File: src/rtl/stream_dedup_filter.sv
// Streaming duplicate filter: forwards a word only if it is absent from a sliding
// window of the last DEPTH unique words. Optional macro DEDUP_STATS_EN enables dup_count.
module stream_dedup_filter #(
  parameter int WIDTH = 8,
  parameter int DEPTH = 8,
  parameter int CNT_W = 16,
  localparam int FILL_W = $clog2(DEPTH + 1),
  localparam int PTR_W  = $clog2(DEPTH)
) (
  input  logic              clk,
  input  logic              rst,
  input  logic              clear,
  input  logic              in_valid,
  output logic              in_ready,
  input  logic [WIDTH-1:0]  in_data,
  output logic              out_valid,
  input  logic              out_ready,
  output logic [WIDTH-1:0]  out_data,
  output logic [FILL_W-1:0] fill,
  output logic [CNT_W-1:0]  dup_count
);

  logic [WIDTH-1:0]  hist_data_r [DEPTH];
  logic [DEPTH-1:0]  hist_vld_r;
  logic [PTR_W-1:0]  wr_ptr_r;
  logic [FILL_W-1:0] fill_r;
  logic              out_valid_r;
  logic [WIDTH-1:0]  out_data_r;

  logic [DEPTH-1:0]  match_s;
  logic              hit_s;
  logic              accept_s;
  logic              store_s;
  logic [PTR_W-1:0]  wr_idx_s;
  logic [PTR_W-1:0]  next_ptr_s;
  logic [FILL_W-1:0] base_fill_s;
  logic [FILL_W-1:0] next_fill_s;

  assign in_ready  = !out_valid_r || out_ready;
  assign accept_s  = in_valid && in_ready;
  assign store_s   = accept_s && !hit_s;
  assign out_valid = out_valid_r;
  assign out_data  = out_data_r;
  assign fill      = fill_r;

  // Parallel window lookup; a same-cycle clear makes the window look empty.
  always_comb begin
    match_s = '0;
    for (int i = 0; i < DEPTH; i++) begin
      match_s[i] = hist_vld_r[i] && (hist_data_r[i] == in_data);
    end
    if (clear) begin
      hit_s       = 1'b0;
      wr_idx_s    = '0;
      base_fill_s = '0;
    end else begin
      hit_s       = |match_s;
      wr_idx_s    = wr_ptr_r;
      base_fill_s = fill_r;
    end
    if (wr_idx_s == PTR_W'(DEPTH - 1)) begin
      next_ptr_s = '0;
    end else begin
      next_ptr_s = wr_idx_s + PTR_W'(1);
    end
    if (base_fill_s == FILL_W'(DEPTH)) begin
      next_fill_s = base_fill_s;
    end else begin
      next_fill_s = base_fill_s + FILL_W'(1);
    end
  end

  // History window: flush on clear, then store a unique word at the write slot.
  always_ff @(posedge clk) begin
    if (rst) begin
      hist_vld_r <= '0;
      wr_ptr_r   <= '0;
      fill_r     <= '0;
      for (int i = 0; i < DEPTH; i++) begin
        hist_data_r[i] <= '0;
      end
    end else begin
      if (clear) begin
        hist_vld_r <= '0;
        wr_ptr_r   <= '0;
        fill_r     <= '0;
      end
      if (store_s) begin
        hist_data_r[wr_idx_s] <= in_data;
        hist_vld_r[wr_idx_s]  <= 1'b1;
        wr_ptr_r              <= next_ptr_s;
        fill_r                <= next_fill_s;
      end
    end
  end

`ifdef DEDUP_STATS_EN
  logic [CNT_W-1:0] dup_cnt_r;

  // Saturating count of dropped repeats.
  always_ff @(posedge clk) begin
    if (rst) begin
      dup_cnt_r <= '0;
    end else if (clear) begin
      dup_cnt_r <= '0;
    end else if (accept_s && hit_s && (dup_cnt_r != {CNT_W{1'b1}})) begin
      dup_cnt_r <= dup_cnt_r + CNT_W'(1);
    end
  end

  assign dup_count = dup_cnt_r;
`else
  assign dup_count = CNT_W'(0);
`endif

  // Output register: load a unique word, otherwise retire a consumed beat.
  always_ff @(posedge clk) begin
    if (rst) begin
      out_valid_r <= 1'b0;
      out_data_r  <= '0;
    end else if (store_s) begin
      out_valid_r <= 1'b1;
      out_data_r  <= in_data;
    end else if (out_ready) begin
      out_valid_r <= 1'b0;
    end
  end

endmodule
File: config.mk
export PLATFORM = sky130hd
export DESIGN_NAME = stream_dedup_filter
export DESIGN_NICKNAME = d
export VERILOG_FILES = /design/src/rtl/stream_dedup_filter.sv
export SDC_FILE = /design/constraint.sdc
export NUM_CORES = 1
export LEC_CHECK = 0
export CELL_PAD_IN_SITES_DETAIL_PLACEMENT = 1
export CELL_PAD_IN_SITES_GLOBAL_PLACEMENT = 1
export CORE_ASPECT_RATIO = 0.8
export CORE_MARGIN = 4
export CORE_UTILIZATION = 45
export CTS_CLUSTER_DIAMETER = 60
export CTS_CLUSTER_SIZE = 30
export DETAILED_ROUTE_END_ITERATION = 8
export HOLD_SLACK_MARGIN = 0.05
export PLACE_DENSITY = 0.84
export SYNTH_ARGS = -nofsm -noshare
export SYNTH_HDL_FRONTEND = slang
export SYNTH_SLANG_ARGS = --single-unit
File: constraint.sdc
create_clock -name clk -period 3.77 [get_ports clk]
set_input_delay 0.5655 -clock clk [delete_from_list [all_inputs] [get_ports clk]]
set_output_delay 0.5655 -clock clk [all_outputs]
set_load 0.005 [all_outputs]
==> results.cfg, run 1 <==
[cts]
clk-insertion-delay-late_ns = 0.34
cts_max_path_buffers = 2
numClockSinks = 88
cts.clk_slew.worst_paths_ns = 0.06
cts_hold_buf = 0
cts_setup_buffers = 0
root_buffer = clkbuf_16
cts_tree = done
h-tree-depth = 3
cts_buffers = 9
postCtsResizedCells = 0

[setup_path]
cp-endpoint = hist_data_r[0][2]$_SDFFCE_PN0P_
crit_family = compound AO/OA/AOI/OAI gates
r2r_start = hist_data_r[5][2]$_SDFFCE_PN0P_
worstPathArrival_ns = 3.41
crit_start = in_data[6]
cp_max_fo = 10
worst-path-stages = 7
worstSetupPathType = in2reg
rrSetupSlack_ns = 1.02
cp_slowest_cell = o31ai_1
crit_path_end_kind = register
slowest_delay_ns = 1.01
cp_cell_sequence = clkdlybuf4s50_1, xnor2_1, nand3_1, nor3_1, nor4_2, a31oi_1, o31ai_1
timing.rr.end = hist_data_r[0][2]$_SDFFCE_PN0P_
ff2ff_path_depth = 6
critical_path_required_ns = 3.72
start_kind = input pin
worst-path-buf-inv = 1

[timing]
skew_ns = 0.00597
worst_pin_slew_ns = 1.24
setup_viol = 0
fin_crit_ns = 3.46
fin_setup_tns_ns = 0
rsz0062_at_grt = no
period_share_pct = 91.7
max_clock_freq_ghz = 0.289
hold_violations = 0
report.final.slew_viol_count = 0
maxSlewHeadroom_pct = 16.4

[yosys]
synth_top_family_by_area = simple AND/OR/NAND/NOR gates
synth-compound-area-share_pct = 6.56
yosysTopAreaCell = edfxtp_1
synth_mux_area_share_pct = 0.212
synth.avg_cell_area_sq_um = 10.1
syn_area_sq_um = 4730
yosysSeqAreaShare_pct = 50.8
synth_fa_ha_area_share_pct = 1.06
synthSimpleGateAreaFrac_pct = 21.5
synthTopCellsByArea = edfxtp_1 41%, xnor2_1 12%, dfxtp_1 10%, nand2_1 3.7%, nor2_1 3.7%
yosys-top-cells-count = 64 x edfxtp_1, 64 x xnor2_1, 47 x nand2_1, 47 x nor2_1, 28 x nor4_1
ys_ff_latch = 88
ys_async_sr_fraction_pct = 0
synth_cell_types = 39
synth_top_area_share_pct = 40.7
synth_top_flop_cell = edfxtp_1
synth_edf_count = 64
syn-instance-count = 468
synth_xor_area_share_pct = 11.9
yosysWarnings = 0

[layout]
area_growth_pct = 13.4
fin_cells = 636
multi_input_area_sq_um = 2020
n_fill_cell = 1164
layout-drive-gt1-share_pct = 8.67
seqCellArea_sq_um = 2400
fin_area_sq_um = 5360
layout.nets = 508
n_antenna_cell = 0

[global_route]
grt_pass1_vias = 3979
antenna_found_initial = 0
overflow = 0
track_usage_pct = 23.9
grt_max_degree = 39
grt_first_pass_wirelength_mm = 22.0

[die]
chipHeight_um = 99.7
die_area_sq_um = 12200
die_w_um = 123
start_util_pct = 46.2
num_io_pins = 43
fp.coreArea_sq_um = 10200
num_rows = 33

[place]
dp_hpwl_mm = 8.92
io_buffers = 26
dp_cells = 620
place_congestion = 0.839
place_area_sq_um = 5070

[detailed_routing]
detail_route.vias_per_cell = 5.98
remaining_drc_errors = 0
wl_per_cell_um = 22.4
drt-pass1-iter-count = 5
final_antenna_net_count = 0
routed_wl_mm = 14.2
via_count = 3801
drt-initial-drc-count = 284

[power_and_ir_drop]
ir_drop_uv = 212
p_leak_nw = 1.80
p_per_area_nw_per_um2 = 423

[flow_run]
maxCapViolCount = 0

[status]
outcome = finished, final reports clean

[worst_hold_path]
hp-class = reg2reg
==> power breakdown <==
group          internal, mW  switching, mW  total, mW
Clock                 0.507          0.379      0.886
Sequential             1.08         0.0269       1.11
Combinational         0.108          0.166      0.274
Total                  1.70          0.571       2.27
==> kinds of logic (layout without fill, tap and decap cells) <==
kind of cell / Yosys count / in the layout
adders and majority gates: 4 / 4
and+or+nand+nor: 203 / 203
DFF: 88 / 88
xor gates and xnor gates: 64 / 64
muxes: 1 / 1
other: 1 / 16
AOI/OAI and AO/OA: 45 / 45
buffers and inverters: 62 / 75
==> flip-flops by register name, indices dropped and copies added, names as in the netlist <==
signal       cells
hist_data_r     64
hist_vld_r       8
out_data         8
fill             4
wr_ptr_r         3
out_valid        1
==> metal layers <==
layer | part of all wire, % | wire (um) | up-vias | track usage, %
li1 | - | - | 1705 | -
met1 | 40 | 5680 | 1911 | 28.3
met2 | 51 | 7260 | 148 | 42.2
met3 | 6.7 | 956 | 37 | 5.86
met4 | 2.4 | 347 | 0 | 8.52
met5 | 0 | 0 | - | 0
==> through the flow <==
stage / utilization [%] / total power [mW] / hold slack, ns / worst slack [ns]
2_1_floorplan: - / 1.31 / 0.420 / 0.853
3_3_place_gp: 49.5 / 1.38 / 0.435 / 0.315
3_5_place_dp: 49.5 / 1.39 / 0.461 / 0.0800
4_1_cts: 52.4 / 2.27 / 0.464 / 0.368
5_1_grt: 52.4 / 2.33 / 0.505 / 0.166
6_report: 52.4 / 2.27 / 0.465 / 0.312
==> cell usage in the layout (no fill, tap or decap), types with 10 or more instances in the layout <==
cell and n:
clkdlybuf4s50_1 26, nand4_1 11, xnor2_1 64, a21oi_1 11
or4_1 10, nor3_1 22, nand2_1 47, nand2b_1 10
nor4_1 26, nor2_1 47, dfxtp_1 24, a31oi_1 12
conb_1 16, edfxtp_1 64, buf_4 24, nand3_1 16
==> cell type report <==
cell class                 count  share of cell area (%)
clock buffer                   9                    4.20
clock inverter                 7                    1.17
inverter                       9                   0.630
multi-input combinational    333                    37.7
sequential                    88                    44.8
tap                          140                    3.27
timing repair buffer          50                    8.21
==> worst register-to-register path: stages, from the launching register on <==
cell	delay (ns)
edfxtp_1	0.38
xnor2_1	0.14
nand4_1	0.18
nor3_1	0.12
nor4_2	0.35
a31oi_1	0.18
o31ai_1	1.01
==> worst min path at each step <==
| stage | slack [ns] | from | end | depth (start not counted) |
|---|---|---|---|---|
| finish | 0.47 | hist_vld_r[6]$_SDFF_PP0_ | hist_vld_r[6]$_SDFF_PP0_ | 2 |
| detailed placement | 0.46 | hist_vld_r[6]$_SDFF_PP0_ | hist_vld_r[6]$_SDFF_PP0_ | 2 |
| global route | 0.51 | hist_vld_r[6]$_SDFF_PP0_ | hist_vld_r[6]$_SDFF_PP0_ | 2 |
| CTS | 0.46 | hist_vld_r[6]$_SDFF_PP0_ | hist_vld_r[6]$_SDFF_PP0_ | 2 |
| floorplan | 0.42 | hist_vld_r[1]$_SDFF_PP0_ | hist_vld_r[1]$_SDFF_PP0_ | 2 |
| global placement | 0.43 | hist_vld_r[1]$_SDFF_PP0_ | hist_vld_r[1]$_SDFF_PP0_ | 2 |
Note: power is estimated with default switching activity, not from simulation.
==> inputs of run 2 (changes only) <==
--- a/config.mk
+++ b/config.mk
@@ -5,6 +5,7 @@
 export SDC_FILE = /design/constraint.sdc
 export NUM_CORES = 1
 export LEC_CHECK = 0
+export CAP_MARGIN = 20
 export CELL_PAD_IN_SITES_DETAIL_PLACEMENT = 1
 export CELL_PAD_IN_SITES_GLOBAL_PLACEMENT = 1
 export CORE_ASPECT_RATIO = 0.8
==> results.cfg, run 2 (synthesis gave the netlist of run 1 again) <==
[status]
outcome = finished, final reports clean

[layout]
utilization_pct = 52.4
area_growth_pct = 13.5
layout-drive-gt1-share_pct = 8.85
fin_area_sq_um = 5370
regMostFlops = hist_data_r
layout.nets = 509
final_cell_mix = 64 x xnor2_1, 64 x edfxtp_1, 47 x nand2_1, 47 x nor2_1
n_fill_cell = 1162
n_antenna_cell = 0
largest_reg_flops = 64

[global_route]
overflow = 0
met3_usage_pct = 5.86
grt_pass1_vias = 3979
grt.busiest_layer = met2
use_met2_pct = 42.2
use_met1_pct = 28.3
antenna_found_initial = 0
grt_first_pass_wirelength_mm = 22.0
grt_max_degree = 39
track_usage_pct = 23.9

[place]
pre_cts_ws_ns = 0.0800
dp_hpwl_mm = 8.92
place_congestion = 0.839
io_buffers = 26
place_area_sq_um = 5070

[die]
fp.coreArea_sq_um = 10200
die_area_sq_um = 12200
num_rows = 33
die_w_um = 123
num_io_pins = 43
start_util_pct = 46.2
chipHeight_um = 99.7

[power_and_ir_drop]
p_per_area_nw_per_um2 = 423
ir_drop_uv = 212
p_leak_nw = 1.80

[setup_path]
ff2ff_path_depth = 6
worstPathArrival_ns = 3.39
rrSetupSlack_ns = 1.11
cp_max_fo = 12
worstSetupPathType = in2reg
timing.rr.end = hist_data_r[7][7]$_SDFFCE_PN0P_
crit_path_end_kind = register
critical_path_required_ns = 3.78
start_kind = input pin
r2r_start = hist_data_r[5][2]$_SDFFCE_PN0P_
crit_start = in_data[6]

[cts]
cts_hold_buf = 0
cts_max_path_buffers = 2
cts_setup_buffers = 0
cts_buffers = 9
cts.clk_slew.worst_paths_ns = 0.06
h-tree-depth = 3
numClockSinks = 88
root_buffer = clkbuf_16
cts_tree = done
clk-insertion-delay-late_ns = 0.34
postCtsResizedCells = 0

[timing]
max_clock_freq_ghz = 0.296
skew_ns = 0.00593
period_share_pct = 89.6
fin_crit_ns = 3.38
worst_pin_slew_ns = 0.626
whs_ns = 0.465
hold_violations = 0
setup_slack_ns = 0.392
maxSlewHeadroom_pct = 57.9
fin_setup_tns_ns = 0
rsz0062_at_grt = no
report.final.slew_viol_count = 0
setup_viol = 0

[detailed_routing]
routed_wl_mm = 14.3
final_antenna_net_count = 0
via_count = 3764
wl_per_cell_um = 22.4
detail_route.vias_per_cell = 5.91
drt-initial-drc-count = 229
remaining_drc_errors = 0
drt-pass1-iter-count = 5

[worst_hold_path]
worstHoldPathCells = 2
hp-class = reg2reg
hold_start = hist_vld_r[6]$_SDFF_PP0_
hold_end = hist_vld_r[6]$_SDFF_PP0_

[flow_run]
maxCapViolCount = 0
==> run 2: metrics by stage <==
step | cells | power, mW
2_1_floorplan | 483 | 1.31
3_3_place_gp | 620 | 1.38
3_5_place_dp | 620 | 1.39
4_1_cts | 636 | 2.27
5_1_grt | 637 | 2.33
6_report | 637 | 2.27
==> run 2: final cells by class <==
class,count,area [sq um],area share [%]
Sequential cell,88,2400,44.8
Multi-Input combinational cell,333,2020,37.7
Timing Repair Buffer,51,445,8.30
Clock buffer,9,225,4.20
Tap cell,140,175,3.26
Clock inverter,7,62.6,1.17
Inverter,9,33.8,0.630
==> run 2: critical path, cell delays in order <==
cell and delay [ns]:
clkdlybuf4s50_1 0.86, xnor2_1 0.19, nand3_1 0.13, nor3_1 0.09, or4_4 0.63, or4_1 0.60
nand2_1 0.31
==> run 2: worst max path at each step <==
stage                                      end  slack, ns  cells past startpoint
6_report       hist_data_r[7][7]$_SDFFCE_PN0P_       0.39                      7
5_1_grt        hist_data_r[7][1]$_SDFFCE_PN0P_       0.33                      7
4_1_cts        hist_data_r[0][2]$_SDFFCE_PN0P_       0.37                      7
3_5_place_dp   hist_data_r[0][5]$_SDFFCE_PN0P_       0.08                      7
3_3_place_gp   hist_data_r[7][5]$_SDFFCE_PN0P_       0.32                      7
2_1_floorplan  hist_data_r[1][0]$_SDFFCE_PN0P_       0.85                      8
==> run 2: power breakdown <==
group	leakage (nW)	internal, mW	total (mW)	switching (mW)
Combinational	0.801	0.109	0.275	0.166
Clock	0.138	0.507	0.885	0.378
Sequential	0.861	1.08	1.11	0.0269
Total	1.80	1.70	2.27	0.571
==> run 2: layer usage <==
| layer | part of all wire [%] | up-vias |
|---|---|---|
| li1 | - | 1705 |
| met1 | 40 | 1874 |
| met2 | 51 | 152 |
| met3 | 6.5 | 33 |
| met4 | 2.2 | 0 |
| met5 | 0 | - |
==> inputs of run 3 (changes only) <==
--- a/config.mk
+++ b/config.mk
@@ -14,8 +14,10 @@
 export CTS_CLUSTER_DIAMETER = 60
 export CTS_CLUSTER_SIZE = 30
 export DETAILED_ROUTE_END_ITERATION = 8
+export GPL_TIMING_DRIVEN = 0
 export HOLD_SLACK_MARGIN = 0.05
 export PLACE_DENSITY = 0.84
+export RECOVER_POWER = 50
 export SYNTH_ARGS = -nofsm -noshare
 export SYNTH_HDL_FRONTEND = slang
 export SYNTH_SLANG_ARGS = --single-unit
==> results.cfg, run 3 (synthesis gave the netlist of run 1 again) <==
[status]
outcome = finished, final reports clean

[place]
place_area_sq_um = 5140
io_buffers = 18
dp_hpwl_mm = 9.67
pre_cts_ws_ns = -0.0409
place_congestion = 0.821
dp_cells = 641

[detailed_routing]
drt-initial-drc-count = 364
via_count = 3920
final_antenna_net_count = 0
drt-pass1-iter-count = 5
detail_route.vias_per_cell = 5.94
routed_wl_mm = 14.9
remaining_drc_errors = 0
wl_per_cell_um = 22.6

[layout]
n_fill_cell = 1197
regMostFlops = hist_data_r
fin_cells = 660
largest_reg_flops = 64
utilization_pct = 53.2
area_growth_pct = 15.3
layout-drive-gt1-share_pct = 9.42
final_cell_mix = 64 x xnor2_1, 64 x edfxtp_1, 47 x nand2_1, 47 x nor2_1, 28 x nor4_1
n_antenna_cell = 0
multi_input_area_sq_um = 2010
seqCellArea_sq_um = 2400
fin_area_sq_um = 5450
layout.nets = 532

[die]
num_io_pins = 43
num_rows = 33
die_area_sq_um = 12200
start_util_pct = 46.2
die_w_um = 123
fp.coreArea_sq_um = 10200
chipHeight_um = 99.7

[timing]
setup_slack_ns = 0.316
skew_ns = 0.00661
rsz0062_at_grt = no
period_share_pct = 91.6
worst_pin_slew_ns = 0.947
report.final.slew_viol_count = 0
whs_ns = 0.472
fin_setup_tns_ns = 0
fin_crit_ns = 3.45
setup_viol = 0
maxSlewHeadroom_pct = 36.3
hold_violations = 0
max_clock_freq_ghz = 0.290

[global_route]
antenna_found_initial = 0
track_usage_pct = 25.2
grt_pass1_vias = 4142
grt_first_pass_wirelength_mm = 22.9
grt_max_degree = 17
overflow = 0

[setup_path]
worstPathArrival_ns = 3.51
critical_path_required_ns = 3.82
worstSetupPathType = reg2reg
ff2ff_path_depth = 8
crit_path_end_kind = register
timing.rr.end = hist_data_r[5][4]$_SDFFCE_PN0P_
rrSetupSlack_ns = 0.32
cp_max_fo = 10
r2r_start = hist_data_r[2][7]$_SDFFCE_PN0P_
start_kind = register

[cts]
cts_buffers = 9
cts.clk_slew.worst_paths_ns = 0.07
postCtsResizedCells = 0
cts_hold_buf = 0
h-tree-depth = 3
cts_max_path_buffers = 2
numClockSinks = 88
clk-insertion-delay-late_ns = 0.35
root_buffer = clkbuf_16
cts_tree = done
cts_setup_buffers = 0

[power_and_ir_drop]
ir_drop_uv = 223
p_leak_nw = 1.88
p_per_area_nw_per_um2 = 427
finalPower_mw = 2.33

[worst_hold_path]
hold_end = hist_vld_r[5]$_SDFF_PP0_
worstHoldPathCells = 2
hold_start = hist_vld_r[5]$_SDFF_PP0_
hp-class = reg2reg

[flow_run]
maxCapViolCount = 0
-- run 3: cell types whose count changed in the layout (fill, tap and decap cells not counted), moves of 3 or more --
cell             change
clkdlybuf4s50_1     -23
dlygate4sd3_1       +15
clkinv_1             -3
clkbuf_1            +26
inv_6                +3
buf_6               +10
buf_4                -8
-- run 3: routing by layer --
layer,share of wire [%],global-route usage [%],vias to the layer above
li1,-,-,1756
met1,39,30.7,1937
met2,50,43.2,175
met3,8.4,6.59,52
met4,3.2,9.12,0
met5,0,0,-
-- run 3: critical path: stages (launching register included) --
cell	delay, ns
edfxtp_1	0.38
xnor2_1	0.14
nand3_1	0.10
nor3_1	0.08
nor4_1	0.81
nand3_1	0.36
clkbuf_1	0.36
o31ai_1	0.63
clkbuf_2	0.29
-- run 3: final cells by class --
class / count / area share [%]
clock buffer: 9 / 4.13
timing repair buffer: 21 / 3.58
inverter: 9 / 0.620
multi-input combinational: 333 / 36.8
clock inverter: 7 / 1.40
sequential: 88 / 44.1
buffer: 53 / 6.15
tap: 140 / 3.21
-- run 3: worst max path at each step --
stage | depth (start not counted) | from | slack [ns] | end
5_1_grt | 8 | hist_data_r[2][1]$_SDFFCE_PN0P_ | 0.15 | hist_data_r[5][4]$_SDFFCE_PN0P_
2_1_floorplan | 8 | in_data[2] | 0.85 | hist_data_r[1][0]$_SDFFCE_PN0P_
4_1_cts | 7 | hist_data_r[2][7]$_SDFFCE_PN0P_ | 0.21 | hist_data_r[5][4]$_SDFFCE_PN0P_
3_3_place_gp | 8 | in_data[4] | 0.11 | hist_data_r[5][0]$_SDFFCE_PN0P_
6_report | 8 | hist_data_r[2][7]$_SDFFCE_PN0P_ | 0.32 | hist_data_r[5][4]$_SDFFCE_PN0P_
3_5_place_dp | 8 | in_data[4] | -0.04 | hist_data_r[1][3]$_SDFFCE_PN0P_
-- run 3: power breakdown --
group,total [mW],internal (mW),switching (mW)
registers,1.11,1.08,0.0271
logic,0.286,0.110,0.176
clock network,0.932,0.520,0.412
total,2.33,1.71,0.615
